`src/rtl/armleocpu_decode_pkg.sv`:
```
// Shared opclass codes, RV32 opcode constants and the decode pipeline entry type.
package armleocpu_decode_pkg;

  typedef enum logic [3:0] {
    OPCLASS_ALU_REG = 4'd0,
    OPCLASS_ALU_IMM = 4'd1,
    OPCLASS_LOAD    = 4'd2,
    OPCLASS_STORE   = 4'd3,
    OPCLASS_BRANCH  = 4'd4,
    OPCLASS_JAL     = 4'd5,
    OPCLASS_JALR    = 4'd6,
    OPCLASS_LUI     = 4'd7,
    OPCLASS_AUIPC   = 4'd8,
    OPCLASS_SYSTEM  = 4'd9,
    OPCLASS_FENCE   = 4'd10,
    OPCLASS_MULDIV  = 4'd11,
    OPCLASS_ILLEGAL = 4'd15
  } opclass_e;

  localparam logic [6:0] OPCODE_LUI      = 7'b0110111;
  localparam logic [6:0] OPCODE_AUIPC    = 7'b0010111;
  localparam logic [6:0] OPCODE_JAL      = 7'b1101111;
  localparam logic [6:0] OPCODE_JALR     = 7'b1100111;
  localparam logic [6:0] OPCODE_BRANCH   = 7'b1100011;
  localparam logic [6:0] OPCODE_LOAD     = 7'b0000011;
  localparam logic [6:0] OPCODE_STORE    = 7'b0100011;
  localparam logic [6:0] OPCODE_OP_IMM   = 7'b0010011;
  localparam logic [6:0] OPCODE_OP       = 7'b0110011;
  localparam logic [6:0] OPCODE_MISC_MEM = 7'b0001111;
  localparam logic [6:0] OPCODE_SYSTEM   = 7'b1110011;

  localparam logic [31:0] NOP_INSTR = 32'h0000_0013;

  typedef struct packed {
    logic [31:0] instr;
    logic [31:0] pc;
    opclass_e    opclass;
    logic [4:0]  rd;
    logic [4:0]  rs1;
    logic [4:0]  rs2;
    logic [31:0] imm;
    logic        illegal;
    logic        exc_start;
    logic [31:0] cause;
  } entry_t;

  // Bubble entry (addi x0,x0,0); the PC is carried so a kill does not move d2e_pc.
  function automatic entry_t nop_entry(input logic [31:0] pc);
    entry_t e;
    e           = '0;
    e.instr     = NOP_INSTR;
    e.pc        = pc;
    e.opclass   = OPCLASS_ALU_IMM;
    return e;
  endfunction

endpackage

```
`src/rtl/armleocpu_decode_comb.sv`:
```
// Pure combinational RV32I decoder: instruction -> opclass, register indices, immediate.
// MULDIV decode is enabled by defining ARMLEOCPU_DECODE_RVM_EN.
module armleocpu_decode_comb
  import armleocpu_decode_pkg::*;
(
  input  logic [31:0] instr,
  output logic [3:0]  opclass,
  output logic [4:0]  rd,
  output logic [4:0]  rs1,
  output logic [4:0]  rs2,
  output logic [31:0] imm,
  output logic        illegal
);

  logic [6:0]  opcode;
  logic [6:0]  funct7;
  logic [31:0] imm_i, imm_s, imm_b, imm_u, imm_j;
  opclass_e    cls;

  assign opcode = instr[6:0];
  assign funct7 = instr[31:25];
  assign rd     = instr[11:7];
  assign rs1    = instr[19:15];
  assign rs2    = instr[24:20];

  assign imm_i = {{20{instr[31]}}, instr[31:20]};
  assign imm_s = {{20{instr[31]}}, instr[31:25], instr[11:7]};
  assign imm_b = {{19{instr[31]}}, instr[31], instr[7], instr[30:25], instr[11:8], 1'b0};
  assign imm_u = {instr[31:12], 12'b0};
  assign imm_j = {{11{instr[31]}}, instr[31], instr[19:12], instr[20], instr[30:21], 1'b0};

  always_comb begin
    // NOTE: every output of this block gets a default first so no path leaves it unassigned (no latch).
    cls = OPCLASS_ILLEGAL;
    imm = '0;
    if (instr[1:0] == 2'b11) begin
      case (opcode)
        OPCODE_OP: begin
          if (funct7 == 7'b0000000 || funct7 == 7'b0100000) cls = OPCLASS_ALU_REG;
`ifdef ARMLEOCPU_DECODE_RVM_EN
          else if (funct7 == 7'b0000001) cls = OPCLASS_MULDIV;
`endif
        end
        OPCODE_OP_IMM:   begin cls = OPCLASS_ALU_IMM; imm = imm_i; end
        OPCODE_LOAD:     begin cls = OPCLASS_LOAD;    imm = imm_i; end
        OPCODE_STORE:    begin cls = OPCLASS_STORE;   imm = imm_s; end
        OPCODE_BRANCH:   begin cls = OPCLASS_BRANCH;  imm = imm_b; end
        OPCODE_JAL:      begin cls = OPCLASS_JAL;     imm = imm_j; end
        OPCODE_JALR:     begin cls = OPCLASS_JALR;    imm = imm_i; end
        OPCODE_LUI:      begin cls = OPCLASS_LUI;     imm = imm_u; end
        OPCODE_AUIPC:    begin cls = OPCLASS_AUIPC;   imm = imm_u; end
        OPCODE_SYSTEM:   begin cls = OPCLASS_SYSTEM;  imm = imm_i; end
        OPCODE_MISC_MEM: begin cls = OPCLASS_FENCE;   imm = imm_i; end
        default:         cls = OPCLASS_ILLEGAL;
      endcase
    end
  end

  assign opclass = cls;
  assign illegal = (cls == OPCLASS_ILLEGAL);

endmodule

```
`src/rtl/armleocpu_decode.sv`:
```
// Decode stage: decodes fetch output into a main register with a one-entry skid buffer.
// Define ARMLEOCPU_DECODE_RVM_EN to decode the M extension as MULDIV.
module armleocpu_decode
  import armleocpu_decode_pkg::*;
#(
  parameter logic [31:0] RESET_PC = 32'h0000_2000
) (
  input  logic        clk,
  input  logic        rst_n,
  input  logic [31:0] f2e_instr,
  input  logic [31:0] f2e_pc,
  input  logic        f2e_exc_start,
  input  logic [31:0] f2e_cause,
  output logic        e2f_ready,
  input  logic        e_ready,
  input  logic        e_kill,
  output logic [31:0] d2e_instr,
  output logic [31:0] d2e_pc,
  output logic [3:0]  d2e_opclass,
  output logic [4:0]  d2e_rd,
  output logic [4:0]  d2e_rs1,
  output logic [4:0]  d2e_rs2,
  output logic [31:0] d2e_imm,
  output logic        d2e_illegal,
  output logic        d2e_exc_start,
  output logic [31:0] d2e_cause
);

  logic [3:0]  dec_opclass;
  logic [4:0]  dec_rd, dec_rs1, dec_rs2;
  logic [31:0] dec_imm;
  logic        dec_illegal;

  armleocpu_decode_comb u_comb (
    .instr   (f2e_instr),
    .opclass (dec_opclass),
    .rd      (dec_rd),
    .rs1     (dec_rs1),
    .rs2     (dec_rs2),
    .imm     (dec_imm),
    .illegal (dec_illegal)
  );

  entry_t in_entry;
  entry_t main_q, main_d;
  entry_t skid_q, skid_d;
  logic   skid_full_q, skid_full_d;
  logic   e2f_ready_q;

  always_comb begin
    in_entry.instr     = f2e_instr;
    in_entry.pc        = f2e_pc;
    in_entry.opclass   = opclass_e'(dec_opclass);
    in_entry.rd        = dec_rd;
    in_entry.rs1       = dec_rs1;
    in_entry.rs2       = dec_rs2;
    in_entry.imm       = dec_imm;
    // A fetch-side exception outranks a decode fault on the same slot.
    in_entry.illegal   = dec_illegal & ~f2e_exc_start;
    in_entry.exc_start = f2e_exc_start;
    in_entry.cause     = f2e_cause;
  end

  always_comb begin
    main_d      = main_q;
    skid_d      = skid_q;
    skid_full_d = skid_full_q;
    if (e_kill) begin
      main_d      = nop_entry(main_q.pc);
      skid_full_d = 1'b0;
    end else if (skid_full_q) begin
      if (e_ready) begin
        main_d      = skid_q;
        skid_full_d = 1'b0;
      end
    end else if (e_ready) begin
      main_d = in_entry;
    end else begin
      skid_d      = in_entry;
      skid_full_d = 1'b1;
    end
  end

  always_ff @(posedge clk or negedge rst_n) begin
    if (!rst_n) begin
      // NOTE: state uses non-blocking assignments; the skid payload is reset too so no X ever reaches main.
      main_q      <= nop_entry(RESET_PC);
      skid_q      <= nop_entry(RESET_PC);
      skid_full_q <= 1'b0;
      e2f_ready_q <= 1'b1;
    end else begin
      main_q      <= main_d;
      skid_q      <= skid_d;
      skid_full_q <= skid_full_d;
      e2f_ready_q <= ~skid_full_d;
    end
  end

  assign e2f_ready     = e2f_ready_q;
  assign d2e_instr     = main_q.instr;
  assign d2e_pc        = main_q.pc;
  assign d2e_opclass   = main_q.opclass;
  assign d2e_rd        = main_q.rd;
  assign d2e_rs1       = main_q.rs1;
  assign d2e_rs2       = main_q.rs2;
  assign d2e_imm       = main_q.imm;
  assign d2e_illegal   = main_q.illegal;
  assign d2e_exc_start = main_q.exc_start;
  assign d2e_cause     = main_q.cause;

endmodule

```
`config.mk`:
```
export PLATFORM = sky130hd
export DESIGN_NAME = armleocpu_decode
export DESIGN_NICKNAME = d
export VERILOG_FILES = /design/src/rtl/armleocpu_decode_pkg.sv /design/src/rtl/armleocpu_decode_comb.sv /design/src/rtl/armleocpu_decode.sv
export SDC_FILE = /design/constraint.sdc
export NUM_CORES = 1
export LEC_CHECK = 0
export CAP_MARGIN = 20
export CORE_ASPECT_RATIO = 1.1
export CORE_UTILIZATION = 47
export CTS_CLUSTER_SIZE = 30
export DETAILED_ROUTE_END_ITERATION = 12
export PLACE_DENSITY = 0.81
export SLEW_MARGIN = 20
export SYNTH_ARGS = -nofsm -noshare
export SYNTH_HDL_FRONTEND = slang
export SYNTH_SLANG_ARGS = --single-unit
```
`constraint.sdc`:
```
create_clock -name clk -period 1.6 [get_ports clk]
set_input_delay 0.16 -clock clk [delete_from_list [all_inputs] [get_ports clk]]
set_output_delay 0.16 -clock clk [all_outputs]
set_load 0.02 [all_outputs]
```
==> metrics.yaml, run 1 <==
yosys_warnings: 0
r2r-end: "d2e_cause[15]"
critPathCaptureType: "flip-flop"
cp_max_fo: 2
grt_pass1_wl_um: 54600
wl_um: 34100
rows: 61
vias_per_cell: 5.46
powerDensity_nw_per_um2: 1090
path_class: "input port to flip-flop"
yosysMostFrequentCell: "nand2_1"
synth_top_cell_area_share_pct: 53.2
whs_ns: 0.0567
min_path_type: "input port to flip-flop"
min_to: "e2f_ready"
utilization_pct: 64.8
clk_pin_slew_ns: 0.06
worst_pin_slew_ns: 0.446
cts_tree: "built"
cts-buffers-inserted: 28
fp.dieArea_sq_um: 26600
r2r_cells: 4
grt_start_max_net_pins: 87
maxCapViolCount: 0
async_reset_ff_share_pct: 100
first_global_vias: 10400
die_y_um: 171
leakage_nw: 8.01
crit_start: "f2e_instr[28]"
dr.pass1.iters: 5
wl_per_cell_um: 18.0
synth.largest_area_cell: "dfrtp_1"
dp_slack_ns: -0.701
slew_viol_final: 0
nNetsFinal: 1630
hold_start: "e_ready"
dp_hpwl_um: 22900
ioPinCount: 251
setup_viol: 0
status: "completed"
syn-mean-instance-area_sq_um: 9.61
power_mw: 18.0
drc: 0
placed_cells: 1839
dominantRegCellSynth: "dfrtp_1"
period_share_pct: 99.7
max-vdd-ir-drop_mv: 0.963
antenna_left: 0
fmax_ghz: 0.627
timing.slew.headroom_pct: 70.3
ys_seq_area_share_pct: 55.6
cts_max_level: 1
drive_gt1_share_pct: 11.9
cts_max_path_buffers: 3
core-area_sq_um: 25300
gp_congestion: 0.839
synth_area_leaders: "dfrtp_1 53%, nand2_1 12%, mux2i_1 8.0%"
ys_ff_latch: 270
fin_ws_ns: 0.00435
antenna_found_initial: 2
synth_edf_count: 0
via_count: 10400
reg2reg_slack_ns: 0.05
clock_latency_ns: 0.54
overflow: 0
track_usage_pct: 26.0
synth_area_sq_um: 12200
yosysUniqueCellTypes: 59
die_x_um: 155
setup.worst_path.start_class: "input port"
rsz0062_at_grt: "yes"
worst_ep_arrival_time_ns: 2.02
clockRootBuffer: "clkbuf_16"
finClkSkew_ns: 0.0244
nFillCells: 2081
whs_path_depth: 2
drt_iter0_drc: 646
initial_utilization_pct: 48.1
netlist_instances: 1268
port_buffers: 250
synth_common_cells: "384 x nand2_1, 259 x dfrtp_1, 97 x mux2i_1"
min_period_ns: 1.60
regToRegStartpoint: "skid_full_q"
syn-num-nets: 1369
synthToLayoutAreaGrowth_pct: 34.8
finalHoldViolCount: 0
clock-sinks: 270
crit_required_ns: 2.03
stdcell_count: 1898
[timing repair]
| item | in CTS | in global routing |
|---|---|---|
| gates resized for setup | 162 | 18 |
| buffers inserted | 1 | 4 |
| endpoints found under the hold margin | 261 | 0 |
| pin swaps | 4 | 6 |
| hold buffers | 1 | 0 |
| endpoints found under the setup margin | 157 | 46 |
[logic make-up after synthesis]
family | Yosys count | synth area share, %
mux | 98 | 8.06
compound gates | 256 | 14.5
xor+xnor | 2 | 0.144
fa+ha+maj | 1 | 0.0822
simple gates | 512 | 17.0
buf+inv | 129 | 4.63
flops | 270 | 55.6
[flip-flops by register name, summed over array words and instances, names as in the netlist]
name	cells
d2e_exc_start	1
d2e_illegal	1
e2f_ready	1
d2e_opclass	4
d2e_instr	32
d2e_cause	32
skid_full_q	1
d2e_imm	32
skid_q	134
d2e_pc	32
[how the worst max path moves through the flow]
stage	to	slack (ns)	depth (start not counted)
final	d2e_opclass[2]	0.004	6
after global routing	d2e_opclass[2]	-0.02	6
after CTS	e2f_ready	0.002	1
after detailed placement	d2e_opclass[2]	-0.70	6
after global placement	d2e_opclass[2]	-0.68	6
after floorplan	d2e_opclass[2]	-0.13	5
[final cells by class]
type | instances | area, sq um | area share (%)
inverter | 16 | 60.1 | 0.366
multi-input combinational | 869 | 4920 | 30.0
antenna | 2 | 5.00 | 0.0305
tap | 346 | 433 | 2.64
clock buffer | 42 | 845 | 5.14
sequential | 270 | 6770 | 41.3
timing repair buffer | 344 | 3230 | 19.7
clock inverter | 9 | 150 | 0.914
[metal layers]
metal | track usage (%) | wire (um) | vias up
li1 | - | - | 4866
met1 | 33.7 | 14100 | 5014
met2 | 43.1 | 16100 | 404
met3 | 6.18 | 2910 | 76
met4 | 7.76 | 946 | 0
met5 | 0 | 0 | -
[report_power, final]
| group | total [mW] | switching, mW | internal [mW] |
|---|---|---|---|
| registers | 8.02 | 0.413 | 7.60 |
| logic | 3.03 | 1.78 | 1.25 |
| clock network | 6.92 | 2.65 | 4.27 |
| total | 18.0 | 4.84 | 13.1 |
[critical path: stages]
cell and delay, ns:
dlygate4sd2_1 0.25, or4_4 0.58, o2111ai_2 0.23, and3_1 0.19
or3b_1 0.35, a32o_1 0.26
[layout by cell type, fill, tap and decap left out, types with 12 or more instances in the layout]
cell type,synthesis,routed
a32oi_1,16,16
clkdlybuf4s50_1,0,88
o211ai_1,12,12
buf_4,15,75
inv_1,14,13
clkbuf_16,0,29
a31oi_1,13,13
a211oi_1,63,63
mux2i_1,97,97
o21ai_1,32,30
o21ai_0,45,45
nand2_1,384,383
nor2_1,81,80
a21oi_1,19,18
dfrtp_1,259,258
dlygate4sd2_1,0,153
buf_12,0,16
[per-stage QoR]
stage / TNS (ns) / instance area, sq um
floorplan: -0.127 / 12200
global placement: -32.07 / 15500
detailed placement: -34.33 / 15500
CTS: 0 / 16300
global route: -0.0530 / 16400
finish: 0 / 16400
Note: power is estimated with default switching activity, not from simulation.
==> inputs of run 2 (changes only) <==
- RECOVER_POWER: unset -> 100
==> run 2 against run 1 <==
Core utilization fell by 0.42 points. Routed wire length decreased by 0.13%. Largest power group unchanged. Via count shrank 0.46%. First-iteration DRC count rose by 12%. Final cell count unchanged.
==> metrics.yaml, run 2 (synthesized netlist as in run 1, its figures left out) <==
period_share_pct: 100  # +0.23 points
finalHoldViolCount: 0  # unchanged
nFillCells: 2097  # +0.77%
timing.slew.headroom_pct: 45.4  # -25 points
critPathTopFamily: "simple AND/OR/NAND/NOR gates"
slew_viol_final: 0  # unchanged
r2r_cells: 5  # +1
die_y_um: 171  # unchanged
dr.pass1.iters: 5  # unchanged
max-vdd-ir-drop_mv: 0.964  # +0.11%
critPathSlowestCell: "or4_4"
track_usage_pct: 26.0  # unchanged
wl_met1_um: 14400  # +1.9%
slowest_delay_ns: 0.58  # about the same
min_path_type: "input port to flip-flop"
clock_latency_ns: 0.54  # about the same
min_period_ns: 1.60  # +0.00365 ns
vias_per_cell: 5.43  # -0.46%
multi_input_area_sq_um: 4910  # -0.23%
cts_tree: "built"
gp_congestion: 0.839  # unchanged
antenna_found_initial: 2  # unchanged
dp_slack_ns: -0.701  # unchanged
mostFrequentLayoutCells: "383 x nand2_1, 258 x dfrtp_1, 153 x dlygate4sd2_1"
whs_path_depth: 4  # +2
core-area_sq_um: 25300  # unchanged
wl_um: 34000  # -0.13%
critPathCaptureType: "flip-flop"
powerDensity_nw_per_um2: 1100  # +0.47%
hold_start: "f2e_instr[2]"
synthToLayoutAreaGrowth_pct: 34.0
layout_commonest_cell: "nand2_1"
ioPinCount: 251  # unchanged
grt_pass1_wl_um: 54600  # unchanged
reg2reg_slack_ns: 0.06  # about the same
maxCapViolCount: 0  # unchanged
port_buffers: 250  # unchanged
crit_chain: "dlygate4sd2_1 > or4_4 > o2111ai_2 > and3_1 > or3b_1 > a32o_1"
cts_max_level: 1  # unchanged
path_buf_inv: 1  # unchanged
met3_length_um: 2630  # -9.8%
nNetsFinal: 1630  # unchanged
antenna_left: 0  # unchanged
via_count: 10300  # -0.46%
grt_start_max_net_pins: 87  # unchanged
wl_per_cell_um: 17.9  # -0.13%
rows: 61  # unchanged
fmax_ghz: 0.625  # -0.23%
first_global_vias: 10400  # unchanged
worst_ep_arrival_time_ns: 2.02  # about the same
initial_utilization_pct: 48.1  # unchanged
min_to: "skid_q[119]"
die_x_um: 155  # unchanged
setup.worst_path.start_class: "input port"
status: "completed"
cts_max_path_buffers: 3  # unchanged
drt_iter0_drc: 721  # +12%
path_class: "input port to flip-flop"
worst_pin_slew_ns: 0.819  # +0.373 ns
regToRegStartpoint: "skid_full_q"
clk_pin_slew_ns: 0.06  # about the same
fp.dieArea_sq_um: 26600  # unchanged
largest_register: "skid_q"
clockRootBuffer: "clkbuf_16"
clock-sinks: 270  # unchanged
cp_max_fo: 2  # unchanged
rsz0062_at_grt: "yes"
drive_gt1_share_pct: 11.4  # -0.52 points
crit_required_ns: 2.02  # about the same
top_layer: "met4"
fin_ws_ns: 0.000703  # -0.00365 ns
utilization_pct: 64.4  # -0.42 points
stdcell_count: 1898  # unchanged
finClkSkew_ns: 0.0199  # -0.00452 ns
placed_cells: 1839  # unchanged
overflow: 0  # unchanged
drc: 0  # unchanged
leakage_nw: 7.97  # -0.58%
setup_viol: 0  # unchanged
largest_reg_flops: 134  # unchanged
wl_met2_um: 16200  # about the same
seq_area_sq_um: 6770  # unchanged
dp_hpwl_um: 22900  # unchanged
r2r-end: "skid_q[55]"
cts-buffers-inserted: 28  # unchanged
[run 2: cell types whose count changed in the layout (fill, tap and decap cells not counted), moves of 2 or more]
cell,previous run,this run
buf_12,16,11
o21ai_0,45,55
dfstp_2,11,9
clkbuf_1,6,10
o21ai_1,30,20
buf_4,75,62
clkbuf_2,1,7
clkbuf_4,0,7
dfstp_1,0,2
[run 2: per-layer routing]
layer,up-vias,global-route usage [%]
met1,5013,33.7
met5,-,0
met3,71,6.18
met2,365,43.1
li1,4863,-
met4,0,7.76
[run 2: tightest hold or removal path, cell delays in order]
cell and delay (ns):
dlymetal6s2s_1 0.15, buf_6 0.17, nand2_1 0.07, nand2_1 0.04
[run 2: worst max path at each step]
stage	from	slack, ns	endpoint	depth (start not counted)
2_1_floorplan	f2e_instr[25]	-0.13	d2e_opclass[2]	5
3_3_place_gp	f2e_instr[25]	-0.68	d2e_opclass[2]	6
3_5_place_dp	f2e_instr[25]	-0.70	d2e_opclass[2]	6
4_1_cts	e2f_ready	0.002	e2f_ready	1
5_1_grt	f2e_instr[4]	-0.03	skid_q[55]	9
6_report	f2e_instr[28]	0.0007	d2e_opclass[2]	6
[run 2: layout make-up]
cell class,count,area share (%)
sequential,270,41.5
multi-input combinational,869,30.1
timing repair buffer,344,19.2
clock buffer,42,5.18
tap,346,2.65
clock inverter,9,0.920
inverter,16,0.368
antenna,2,0.0307
[run 2: through the flow]
stage	cell area, sq um	total power, mW	hold WS, ns	setup TNS, ns
floorplan	12200	9.71	-0.136	-0.127
global placement	15500	11.2	0.0989	-32.07
detailed placement	15500	11.4	0.105	-34.33
CTS	16300	18.1	0.0429	0
global route	16300	18.8	0.104	-0.182
finish	16300	17.9	0.106	0
[run 2: repair_timing]
item,in CTS,in global routing
pin swaps,4,6
endpoints found under the setup margin,157,46
hold buffers,1,0
resized for setup,162,18
setup buffers,1,4
endpoints found under the hold margin,261,0
[run 2: where the power goes]
part	total, mW	switching (mW)	leakage, nW	internal [mW]
combinational	3.00	1.78	4.06	1.22
sequential	8.01	0.412	3.43	7.60
clock	6.93	2.65	0.483	4.27
==> inputs of run 3 (changes only) <==
- CORE_ASPECT_RATIO: 1.1 -> 2
==> run 3 against run 2 <==
Final area down 0.68%. Flip-flop and latch count is the same. Largest power group unchanged. Non-clock buffer count grew 6. Critical path type is now flip-flop to primary output.
==> metrics.yaml, run 3 (synthesized netlist as in run 1, its figures left out) <==
synthToLayoutAreaGrowth_pct: 33.0
drt_iter0_drc: 585  # -19%
core-area_sq_um: 25500  # +0.82%
mostFrequentLayoutCells: "383 x nand2_1, 258 x dfrtp_1, 151 x dlygate4sd2_1"
die_x_um: 116  # -26%
grt_start_max_net_pins: 118  # +36%
antenna_found_initial: 4  # +2
finClkSkew_ns: 0.0149  # -0.00495 ns
cts_tree: "built"
worst_ep_arrival_time_ns: 1.41  # -0.61 ns
track_usage_pct: 27.5  # +1.6 points
via_count: 10400  # +0.80%
die_y_um: 230  # +34%
min_path_type: "input port to flip-flop"
path_class: "flip-flop to primary output"
clock_latency_ns: 0.53  # about the same
largest_reg_flops: 134  # unchanged
dp_slack_ns: -0.693  # +0.00809 ns
dr.pass1.iters: 5  # unchanged
leakage_nw: 7.93  # -0.42%
setup.worst_path.start_class: "flip-flop"
first_global_vias: 10700  # +2.9%
period_share_pct: 98.0  # -2.0 points
rsz0062_at_grt: "no"
dpl-instance-area_sq_um: 15500  # +0.15%
cp_max_fo: 2  # unchanged
ioPinCount: 251  # unchanged
clk_pin_slew_ns: 0.07  # about the same
path_buf_inv: 1  # unchanged
crit_required_ns: 1.44  # -0.58 ns
initial_utilization_pct: 47.7  # -0.39 points
rows: 83  # +36%
antenna_left: 0  # unchanged
worst_pin_slew_ns: 0.886  # +0.0669 ns
design_area_sq_um: 16200  # -0.68%
status: "completed"
crit_chain: "clkdlybuf4s15_1"
max-vdd-ir-drop_mv: 0.852  # -12%
drc: 0  # unchanged
vias_per_cell: 5.49  # +1.0%
port_buffers: 250  # unchanged
clock-sinks: 270  # unchanged
fmax_ghz: 0.638  # +2.0%
fp.dieArea_sq_um: 26600  # +0.14%
cts-buffers-inserted: 25  # -11%
powerDensity_nw_per_um2: 1090  # -0.74%
finalHoldViolCount: 0  # unchanged
setup_viol: 0  # unchanged
slew_viol_final: 0  # unchanged
largest_register: "skid_q"
cts_max_level: 1  # unchanged
critPathCaptureType: "primary output"
cts_max_path_buffers: 3  # unchanged
dp_hpwl_um: 24800  # +8.2%
wl_per_cell_um: 18.9  # +5.1%
nNetsFinal: 1633  # +0.18%
gp_congestion: 0.886  # +5.5%
critPathTopFamily: "flip-flops"
wl_um: 35700  # +4.9%
layout_commonest_cell: "nand2_1"
drive_gt1_share_pct: 10.9  # -0.45 points
fin_ws_ns: 0.0327  # +0.0320 ns
overflow: 0  # unchanged
clockRootBuffer: "clkbuf_16"
slowest_delay_ns: 0.53  # -0.05 ns
min_period_ns: 1.57  # -0.0320 ns
timing.slew.headroom_pct: 41.0  # -4.5 points
critPathSlowestCell: "dfstp_2"
maxCapViolCount: 0  # unchanged
grt_pass1_wl_um: 57100  # +4.6%
## run 3: changes by cell type in the layout (fill, tap and decap cells not counted), sizes merged
cell           change
clkdlybuf4s15      -1
buf                +2
diode              +2
dlymetal6s2s       +1
clkinvlp           +1
dlygate4sd2        -2
bufinv             +1
inv                +1
clkinv             -2
clkdlybuf4s50      -1
## run 3: through the flow
step	util [%]	instances	power, mW	hold slack (ns)	setup TNS (ns)
3_3_place_gp	60.7	1842	11.3	0.124	-36.45
5_1_grt	63.4	1894	18.4	0.0333	0
6_report	63.4	1894	17.7	0.0522	0
3_5_place_dp	60.7	1842	11.4	0.124	-38.69
4_1_cts	63.8	1890	17.9	0.0895	0
2_1_floorplan	-	1268	9.71	-0.136	-0.127
## run 3: path summary, 6_finish.rpt
check,end,depth (start not counted),startpoint,slack [ns]
setup / recovery,d2e_instr[1],1,d2e_instr[1],0.03
hold / removal,skid_q[143],4,f2e_instr[26],0.05
setup reg to reg,skid_q[41],4,skid_full_q,0.06
hold reg to reg,skid_q[121],2,skid_q[121],0.46
max in group asynchronous,d2e_imm[13],3,rst_n,0.45
min in group asynchronous,d2e_cause[16],2,rst_n,0.12
## run 3: timing repair
action / CTS / global route
hold buffers: 1 / 0
buffers inserted: 2 / 0
pin swaps: 3 / 3
gates resized for setup: 166 / 15
endpoints found under the setup margin: 179 / 39
hold endpoints to repair: 220 / 0
## run 3: area by class of cell
cell class | count | area [sq um]
Antenna cell | 4 | 10.0
Clock buffer | 35 | 733
Clock inverter | 10 | 186
Fill cell | 2164 | 9340
Inverter | 16 | 60.1
Multi-Input combinational cell | 869 | 4890
Sequential cell | 270 | 6770
Tap cell | 340 | 425
Timing Repair Buffer | 350 | 3120
## run 3: where the power goes
part / switching (mW) / internal (mW) / total [mW]
sequential: 0.417 / 7.60 / 8.01
combinational: 1.79 / 1.21 / 3.00
clock: 2.66 / 4.01 / 6.67
total: 4.86 / 12.8 / 17.7
## run 3: metal layers
| layer | vias to the layer above | track usage [%] | wire, um |
|---|---|---|---|
| li1 | 4849 | - | - |
| met1 | 5094 | 31.3 | 13300 |
| met2 | 351 | 47.5 | 18500 |
| met3 | 101 | 4.64 | 1880 |
| met4 | 0 | 16.2 | 2060 |
| met5 | - | 0 | 0 |
